File: src/rtl/fetch_unit.sv
`default_nettype none
// ============================================================================
//  Module   : fetch_unit
//  Purpose  : Instruction fetch stage: owns the PC, reads a 1-cycle-latency
//             ROM and sequences FETCH/LATCH/DECODE/EXECUTE with jump, stall
//             and HALT handling. Optional macro FETCH_COUNT_EN adds a 32-bit
//             retired-instruction counter output (retiredCount).
//  Revision : 1.0  initial release
// ============================================================================
module fetch_unit #(
  parameter int unsigned ADDR_WIDTH  = 10,
  parameter int unsigned RESET_PC    = 0,
  parameter logic [3:0]  HALT_OPCODE = 4'b1111
) (
  input  logic                  clk,
  input  logic                  reset,
  output logic [ADDR_WIDTH-1:0] imemAddr,
  input  logic [31:0]           imemData,
  input  logic                  stall,
  input  logic                  jumpTaken,
  input  logic [ADDR_WIDTH-1:0] jumpTarget,
  input  logic                  resume,
  output logic [31:0]           instruction,
  output logic                  instrValid,
  output logic [ADDR_WIDTH-1:0] pc,
`ifdef FETCH_COUNT_EN
  output logic [31:0]           retiredCount,
`endif
  output logic                  halted
);

  localparam logic [ADDR_WIDTH-1:0] c_RESET_PC = ADDR_WIDTH'(RESET_PC);

  typedef enum logic [2:0] {
    S_FETCH   = 3'd0,
    S_LATCH   = 3'd1,
    S_DECODE  = 3'd2,
    S_EXECUTE = 3'd3,
    S_HALTED  = 3'd4
  } state_t;

  state_t                  r_state;
  state_t                  w_state_next;
  logic [ADDR_WIDTH-1:0]   r_pc;
  logic [ADDR_WIDTH-1:0]   w_pc_next;
  logic [31:0]             r_instr;
  logic [31:0]             w_instr_next;
  logic                    r_valid;
  logic                    w_valid_next;
  logic                    w_retire;

  always_ff @(posedge clk) begin
    if (reset) begin
      r_state <= S_FETCH;
      r_pc    <= c_RESET_PC;
      r_instr <= 32'h0;
      r_valid <= 1'b0;
    end else begin
      r_state <= w_state_next;
      r_pc    <= w_pc_next;
      r_instr <= w_instr_next;
      r_valid <= w_valid_next;
    end
  end

  always_comb begin
    w_state_next = r_state;
    w_pc_next    = r_pc;
    w_instr_next = r_instr;
    w_valid_next = r_valid;
    w_retire     = 1'b0;
    case (r_state)
      S_FETCH: begin
        w_valid_next = 1'b0;
        w_state_next = S_LATCH;
      end
      S_LATCH: begin
        w_instr_next = imemData;
        w_valid_next = 1'b1;
        w_state_next = S_DECODE;
      end
      S_DECODE: begin
        w_state_next = (r_instr[31:28] == HALT_OPCODE) ? S_HALTED : S_EXECUTE;
      end
      S_EXECUTE: begin
        // Stall dominates: a jump offered during a stall is simply dropped.
        if (!stall) begin
          w_retire     = 1'b1;
          w_pc_next    = jumpTaken ? jumpTarget : r_pc + 1'b1;
          w_valid_next = 1'b0;
          w_state_next = S_FETCH;
        end
      end
      S_HALTED: begin
        if (resume) begin
          w_retire     = 1'b1;
          w_pc_next    = r_pc + 1'b1;
          w_valid_next = 1'b0;
          w_state_next = S_FETCH;
        end
      end
      default: begin
        w_state_next = S_FETCH;
      end
    endcase
  end

`ifdef FETCH_COUNT_EN
  logic [31:0] r_retired;

  always_ff @(posedge clk) begin
    if (reset) begin
      r_retired <= 32'h0;
    end else if (w_retire) begin
      r_retired <= r_retired + 32'd1;
    end
  end

  assign retiredCount = r_retired;
`else
  logic w_retire_unused;
  assign w_retire_unused = w_retire;
`endif

  assign imemAddr    = r_pc;
  assign pc          = r_pc;
  assign instruction = r_instr;
  assign instrValid  = r_valid;
  assign halted      = (r_state == S_HALTED);

endmodule
`default_nettype wire

File: config.mk
export PLATFORM = sky130hd
export DESIGN_NAME = fetch_unit
export DESIGN_NICKNAME = d
export VERILOG_FILES = /design/src/rtl/fetch_unit.sv
export SDC_FILE = /design/constraint.sdc
export NUM_CORES = 1
export LEC_CHECK = 0
export CAP_MARGIN = 20
export CORE_ASPECT_RATIO = 1.4
export CORE_MARGIN = 2
export CORE_UTILIZATION = 40
export DETAILED_ROUTE_END_ITERATION = 8
export PLACE_DENSITY = 0.85
export SYNTH_ARGS = -nofsm -noshare
export SYNTH_HDL_FRONTEND = slang
export SYNTH_SLANG_ARGS = --single-unit
File: constraint.sdc
create_clock -name clk -period 2.5 [get_ports clk]
set_input_delay 0.25 -clock clk [delete_from_list [all_inputs] [get_ports clk]]
set_output_delay 0.25 -clock clk [all_outputs]
set_load 0.01 [all_outputs]
# [Word-level counts from Yosys, hierarchy flattened]
# Index checks and enable logic that the tools add are counted.
[classes] eq_ne=7 add_sub_neg=1 reduce_logical=6 n_mux=11
[ops] cell="2-to-1 mux 10 bit" count=3
[ops] cell="case mux 10 bit (2 select lines)" count=1
[ops] cell="case mux 3 bit (5 select lines)" count=1
[ops] cell="adder 10 x 1 -> 10 bit, second input constant" count=1
[ops] cell="2-to-1 mux 3 bit" count=3
[ops] cell="== test 3 x 2 -> 1 bit, second input constant" count=2
[ops] cell="AND reduction 3 bit" count=2
[ops] cell="== test 4 bit, second input constant" count=1
[ops] cell="!= test 2 bit, second input constant" count=2
[ops] cell="case mux 1 bit (4 select lines)" count=1
[ops] cell="nonzero test 4 bit" count=1
[ops] cell="== test 3 x 1 -> 1 bit, second input constant" count=1
[ops] cell="== test 3 bit, second input constant" count=1
[ops] cell="zero test 3 bit" count=1
[ops] cell="2-to-1 mux 1 bit" count=2
[ops] cell="AND reduction 2 bit" count=1
[ops] cell="nonzero test 2 bit" count=1
[totals] word_cells=29 input_bits=47 regBits=46

# [Depth between registers and ports, before layout]
# Gate-level depths: netlist of the first run.
[depth] word_depth=4 mapped_depth=7

# [Worst setup path after synthesis of the first run]
# No wires, ideal clock.
[synth_timing] path_kind="flip-flop to flip-flop" start="reg r_state[2]" end="reg r_pc[9] (netlist: imemAddr[9])" slack_ns=0.695 period_less_slack_ns=1.805 setup_time_ns=0.077 t_required_ns=2.423 stages_incl_launch_ff=7 arrival_time_ns=1.728 cell_sequence="dfxtp_1 -> or3b_1 -> buf_2 -> and2_4 -> buf_6 -> or4_4 -> a41oi_2"
[synth_via] elab_chain_cells=3
[synth_rtl] item="from (decl)" line="42" source="state_t r_state;"
[synth_rtl] item="from (signal assigned)" line="59" source="r_state <= w_state_next;"
[synth_rtl] item="== test 3 bit / == test 3 x 2 -> 1 bit (equally long branches)" line="72" source="case (r_state)"
[synth_rtl] item="!= test 2 bit (no line) / nonzero test 2 bit (equally long branches)"
[synth_rtl] item="AND reduction 3 bit (no line)"
[synth_rtl] item="to (signal assigned)" line="55" source="r_pc <= c_RESET_PC;"
[synth_rtl] item="to (signal assigned)" line="60" source="r_pc <= w_pc_next;"
[synth_rtl] item="to (decl)" line="44" source="logic [ADDR_WIDTH-1:0] r_pc;"
# Several ways; a longest one is shown, not always the timed one.
# A chain may end at the register's enable or synchronous reset.

# [Final worst setup path of the first run]
[layout_timing] start="reg r_state[2]" end="out halted"
[layout_via] elab_chain_cells=1
[layout_rtl] item="== test 3 bit" line="129" source="assign halted = (r_state == S_HALTED);"
[layout_rtl] item="to (decl)" line="29" source="output logic halted"
# No other way between the ends.

==> key figures, run 1 <==
Setup path
  – Crit Path Max Fanout: 15
  – Worst Path Class, Setup: flip-flop to output pin
  – Worst Path Required: approximately 2.3 ns
  – Startpoint class of the critical path: flip-flop
  – CP Capture Type: output pin
  – Crit path DAT: 1.97 ns

Clock tree
  – Post-CTS Resized: 0
  – Clock buffer depth: 2
  – Postcts setup bufs: 0
  – CTS H-tree lvls: 2
  – Clk_lat worst skew: about 0.29 ns
  – Root buf cell: clkbuf_8
  – Hold Buf Count CTS: 0
  – Clock sinks: 46
  – TritonCTS clock tree: done
  – Worst-path clk slew: roughly 0.080 ns
  – TritonCTS buffer count: 5

Pwr
  – Clock power frac: ~33%
  – Combinational power share: ~18%
  – PD cells: a little over 500 mW/mm²
  – P_sw: around 390 µW
  – Int Pwr: 1240 µW
  – Worst VDD drop: between 400 and 500 µV
  – Sw Share: approximately a quarter
  – Sequential share of power: around half
  – Leakage power: ~0.0011 µW

Die
  – Cell Rows: 30
  – Initial core utilization: between 40% and 50%
  – Die ar.: 0.00571 mm²
  – Die H: between 80 and 90 µm
  – Core Region: ~0.005 mm²
  – # IOs: around 100
  – Die W: about 64 µm

Detailed routing
  – Final ANT Viol Nets: 0
  – Total routed wirelength: between 5 and 6 mm
  – DR vias/cell: about 5.1
  – Via count: roughly 2100
  – DRC Markers: 0
  – WL/cell: 13.0 µm
  – Drt pass-1 iters: 4
  – Starting DRT DRC Count: 126

Place
  – Buffers on Ports: 100
  – Routability cong.: ~0.84
  – Placed Area: 0.00301 mm²
  – Dpl hpwl: a little under 4 mm
  – Placed Cells: 400

Yosys
  – Synthesis Warnings: 0
  – Commonest cells post-synth: nand2_1 (72), dfxtp_1 (46), a21oi_1 (45), clkbuf_1 (17), buf_4 (10)
  – Post-synth EDFFs: 0
  – Leading cell types by total area after synthesis: dfxtp_1 (45%), nand2_1 (13%), a21oi_1 (11%), buf_4 (3.7%), clkbuf_1 (3.1%)
  – Post-Syn Area per Cell: 7.87 µm²
  – Synth area leader: dfxtp_1
  – Count leader, synth: nand2_1
  – Sequential fraction of the synthesis area: 45.0%
  – Synth Flop Type: dfxtp_1
  – Async set-reset flop share out of synthesis: 0%
  – Yosys reg bits: 46
  – Synthesized net count: 308
  – Mapped Cells: between 200 and 300
  – Yosys cell types: 39
  – Area share of the leading cell type in the synthesized netlist: approximately 45%
  – Cell Area, Synth: around 0.0020 mm²

Timing
  – Fmax: ~450 MHz
  – Minimum clock period: 2.22 ns
  – Crit share post-route: between 80% and 90%
  – Final Setup Violations: 0
  – RSZ-0062 raised after global routing: false
  – Setup TNS Final: 0 ns
  – Pins Over Slew Limit: 0
  – Worst slew pin tran: between 0.4 and 0.5 ns
  – Max-slew headroom: 71.0%
  – Setup Skew: 0.00517 ns
  – Final Hold Fails: 0

GRT
  – First-pass GRT wire length: ~8.9 mm
  – Total gr overflow: 0
  – Largest net degree at the start of global routing: 33
  – Vias in the first global route: ~2000
  – Initial antenna violation count: 0
  – Gr usage total: 19.3%

Min path
  – Min-Delay Path Class: flip-flop to flip-flop

Run status
  – Outcome: finished clean

Cells and area
  – Design area: 0.00312 mm²
  – Post-Layout Cell Count: slightly above 400
  – Area delta synth->final: 52.4%
  – Layout cells sized above 1: ~5.5%
  – N_diodes: 0
  – Nets@finish: 391

Job
  – Max Cap Viol: 0
## state kept, by name, summed over array words and instances, names as in the netlist
| register | flops |
|---|---|
| r_state | 3 |
| instruction | 32 |
| imemAddr | 10 |
| instrValid | 1 |
## metrics by stage
step | power (µW) | hold slack (ns) | setup slack, ns | utilization, %
finish | 1620 | 0.456 | 0.281 | 63.9
global route | 1700 | 0.479 | 0.162 | 63.9
CTS | 1650 | 0.458 | 0.270 | 63.9
detailed placement | 1110 | 0.446 | 0.474 | 61.7
global placement | 1100 | 0.440 | 0.531 | 61.7
floorplan | 937 | 0.386 | 0.695 | -
## layer usage
metal	up-vias	share of wire (%)	track usage (%)
li1	1048	-	-
met1	948	43	21.9
met2	67	50	35.7
met3	2	7.0	5.34
met4	0	0.43	4.84
met5	-	0	0
## critical path, stage by stage, from the launching register on
cell	delay, ns
dfxtp_1	0.44
or3b_1	0.58
inv_1	0.12
clkdlybuf4s50_1	0.54
## power groups by stage
stage	sequential (µW)	clock, µW	combinational [µW]
after floorplan	825	0	111
after global placement	813	0	287
after detailed placement	815	0	291
after CTS	798	555	293
final	798	534	290
after global routing	804	582	317
## cell usage in the layout, fill, tap and decap left out, types with 2 or more instances in the layout
cell             Yosys  routed
clkdlybuf4s50_1      0     100
nand2_1             72      72
dfxtp_1             46      46
a21oi_1             45      45
nand3_1              8       8
o21ai_0              7       7
and3_1               5       5
clkbuf_8             0       5
buf_4               10       5
nor2_1               4       4
inv_1                3       3
and4_1               3       3
a31oi_1              3       3
nand4_1              3       3
nor3_1               3       3
a32o_1               3       3
a211oi_1             2       2
nand2b_1             2       2
a21o_1               2       2
mux2i_1              2       2
## path summary, 6_finish.rpt
check / startpoint / to / slack [ns] / depth (start not counted)
setup / recovery: r_state[2] / halted / 0.28 / 3
setup reg to reg: r_state[2] / imemAddr[5] / 0.47 / 4
hold / removal: instruction[16] / instruction[16] / 0.46 / 2
hold reg to reg: instruction[16] / instruction[16] / 0.46 / 2
## logic make-up (layout without fill, tap and decap cells)
kind of cell / count (synthesis) / count (layout) / synth area share, %
AO/OA/AOI/OAI: 71 / 71 / 20.8
adder cells (fa/ha/maj): 1 / 1 / 0.611
buffers and inverters: 32 / 116 / 8.13
flip-flops: 46 / 46 / 45.0
multiplexers: 3 / 3 / 1.53
AND/OR/NAND/NOR: 107 / 107 / 24.0
## cell type report
| cell class | instances | area (µm²) |
|---|---|---|
| fill | 416 | 1760 |
| inverter | 3 | 11.3 |
| tap | 64 | 80.1 |
| multi-input combinational | 182 | 960 |
| sequential | 46 | 921 |
| clock inverter | 2 | 37.5 |
| clock buffer | 6 | 72.6 |
| timing repair buffer | 105 | 1040 |
(Power assumes the default switching activity.)
==> run 2: changes to the inputs <==
- TNS_END_PERCENT: default -> 50
==> results of run 2 <==
No change in the layout: final DEF, timing and power equal those of run 1.
==> run 3: changes to the inputs <==
- CORE_ASPECT_RATIO: 1.4 -> 0.6
==> key figures, run 3 (synthesis results as in run 1) <==
Cells and area
  – Most frequent cells in the layout: clkdlybuf4s50_1 (100), nand2_1 (72), dfxtp_1 (46)
  – Filler cells: approximately 450
  – Layout cells sized above 1: slightly below 6%
  – Nets@finish: 391
  – Max reg flops: 32
  – Commonest non-fill, non-tap cell in the layout: clkdlybuf4s50_1
  – N_diodes: 0
  – Design area: between 0.003 and 0.004 mm²
  – Area delta synth->final: 52.8%
  – Util after Layout: approximately 63%

GRT
  – Gr usage total: around a fifth
  – Initial antenna violation count: 0
  – First-pass GRT wire length: between 9 and 10 mm
  – Total gr overflow: 0
  – Largest net degree at the start of global routing: 20
  – Vias in the first global route: around 1800

Min path
  – Min-delay src: instruction[19]
  – Min-Delay Path Class: flip-flop to flip-flop

Timing
  – Minimum clock period: between 2 and 2.5 ns
  – Max-slew headroom: between 50% and 60%
  – Setup Skew: 0.00876 ns
  – Pins Over Slew Limit: 0
  – Final Hold Fails: 0
  – Worst setup margin: between 0.2 and 0.25 ns
  – Fmax: around 440 MHz
  – Worst slew pin tran: about 0.67 ns
  – Worst hold slack: ~0.45 ns
  – Crit share post-route: about nine tenths
  – Setup TNS Final: 0 ns
  – Final Setup Violations: 0
  – RSZ-0062 raised after global routing: false

Pwr
  – Clock power frac: 28.8%
  – PD cells: ~500 mW/mm²
  – Leakage power: between 0.001 and 0.0015 µW
  – Sequential share of power: 51.6%
  – Worst VDD drop: roughly 340 µV
  – Int Pwr: between 1000 and 1500 µW
  – Sw Share: a little over a quarter
  – P_sw: between 400 and 500 µW
  – Combinational power share: between 10% and 20%

Clock tree
  – Hold Buf Count CTS: 0
  – Worst-path clk slew: approximately 0.09 ns
  – TritonCTS clock tree: done
  – Post-CTS Resized: 0
  – Clock sinks: 46
  – CTS H-tree lvls: 2
  – TritonCTS buffer count: 5
  – Clock buffer depth: 2
  – Root buf cell: clkbuf_8
  – Clk_lat worst skew: 0.29 ns
  – Postcts setup bufs: 0

Setup path
  – Worst Path Required: 2.25 ns
  – R2r startpoint: r_state[2]
  – Crit path DAT: around 2 ns
  – Slowest stage delay, CP: just under 0.6 ns
  – Crit Path Max Fanout: 15
  – Worst Path Class, Setup: flip-flop to output pin
  – Crit path cell chain: or3b_1 -> inv_1 -> clkdlybuf4s50_1
  – Startpoint class of the critical path: flip-flop
  – CP Capture Type: output pin
  – Critical path's slowest cell: or3b_1
  – Crit path launch: r_state[2]

Detailed routing
  – Drt pass-1 iters: 4
  – WL/cell: about 14 µm
  – Via count: 2113
  – DR vias/cell: between 5 and 6
  – DRC Markers: 0
  – Final ANT Viol Nets: 0
  – Starting DRT DRC Count: ~130
  – Total routed wirelength: between 5 and 6 mm

Place
  – Routability cong.: 0.797
  – Placed Area: between 0.003 and 0.004 mm²
  – Pre-CTS setup slack: 0.385 ns
  – Buffers on Ports: 100
  – Dpl hpwl: 4.35 mm

Die
  – Die ar.: 0.00572 mm²
  – Die W: 96.4 µm
  – Core Region: ~0.005 mm²
  – Die H: between 50 and 60 µm
  – Initial core utilization: just over 40%
  – Cell Rows: 20
  – # IOs: 101

Job
  – Max Cap Viol: 0

Run status
  – Outcome: finished clean
[run 3: cell types whose count changed in the layout (fill, tap and decap cells not counted)]
cell,delta
clkinv_4,+1
clkinv_2,+1
clkbuf_1,-1
bufinv_16,-1
buf_12,+2
buf_4,-2
[run 3: critical path, delay by kind of cell, from the launching register on]
| family | cells | cell delay [ns] |
|---|---|---|
| buffers and inverters | 2 | 0.66 |
| AND/OR/NAND/NOR | 1 | 0.59 |
| flip-flops | 1 | 0.45 |
[run 3: final cells by class]
class	instances	area [µm²]	share of cell area, %
Timing Repair Buffer	105	1060	34.0
Multi-Input combinational cell	182	960	30.7
Sequential cell	46	921	29.4
Tap cell	66	82.6	2.64
Clock buffer	5	68.8	2.20
Clock inverter	3	21.3	0.680
Inverter	3	11.3	0.360
[run 3: final timing paths]
kind / endpoint / slack, ns / cells after the start
worst max register to register: imemAddr[5] / 0.41 / 4
worst max-delay path: halted / 0.25 / 3
worst min-delay path: instruction[19] / 0.45 / 2
worst min register to register: instruction[19] / 0.45 / 2
[run 3: metal layers]
metal | vias to the layer above | wire length (µm) | track usage (%)
li1 | 1050 | - | -
met1 | 960 | 2630 | 29.5
met2 | 99 | 2550 | 30.5
met3 | 4 | 588 | 6.74
met4 | 0 | 43 | 4.63
met5 | - | 0 | 0
[run 3: metrics by stage]
stage          total power [µW]  std cells
6_report                   1550        410
3_5_place_dp               1120        402
3_3_place_gp               1110        402
4_1_cts                    1570        410
2_1_floorplan               937        260
5_1_grt                    1630        410
[run 3: power by group through the flow]
stage | Sequential [µW] | Clock [µW] | Combinational [µW]
2_1_floorplan | 825 | 0 | 111
3_3_place_gp | 814 | 0 | 297
3_5_place_dp | 817 | 0 | 302
4_1_cts | 800 | 463 | 304
5_1_grt | 806 | 494 | 328
6_report | 800 | 447 | 302
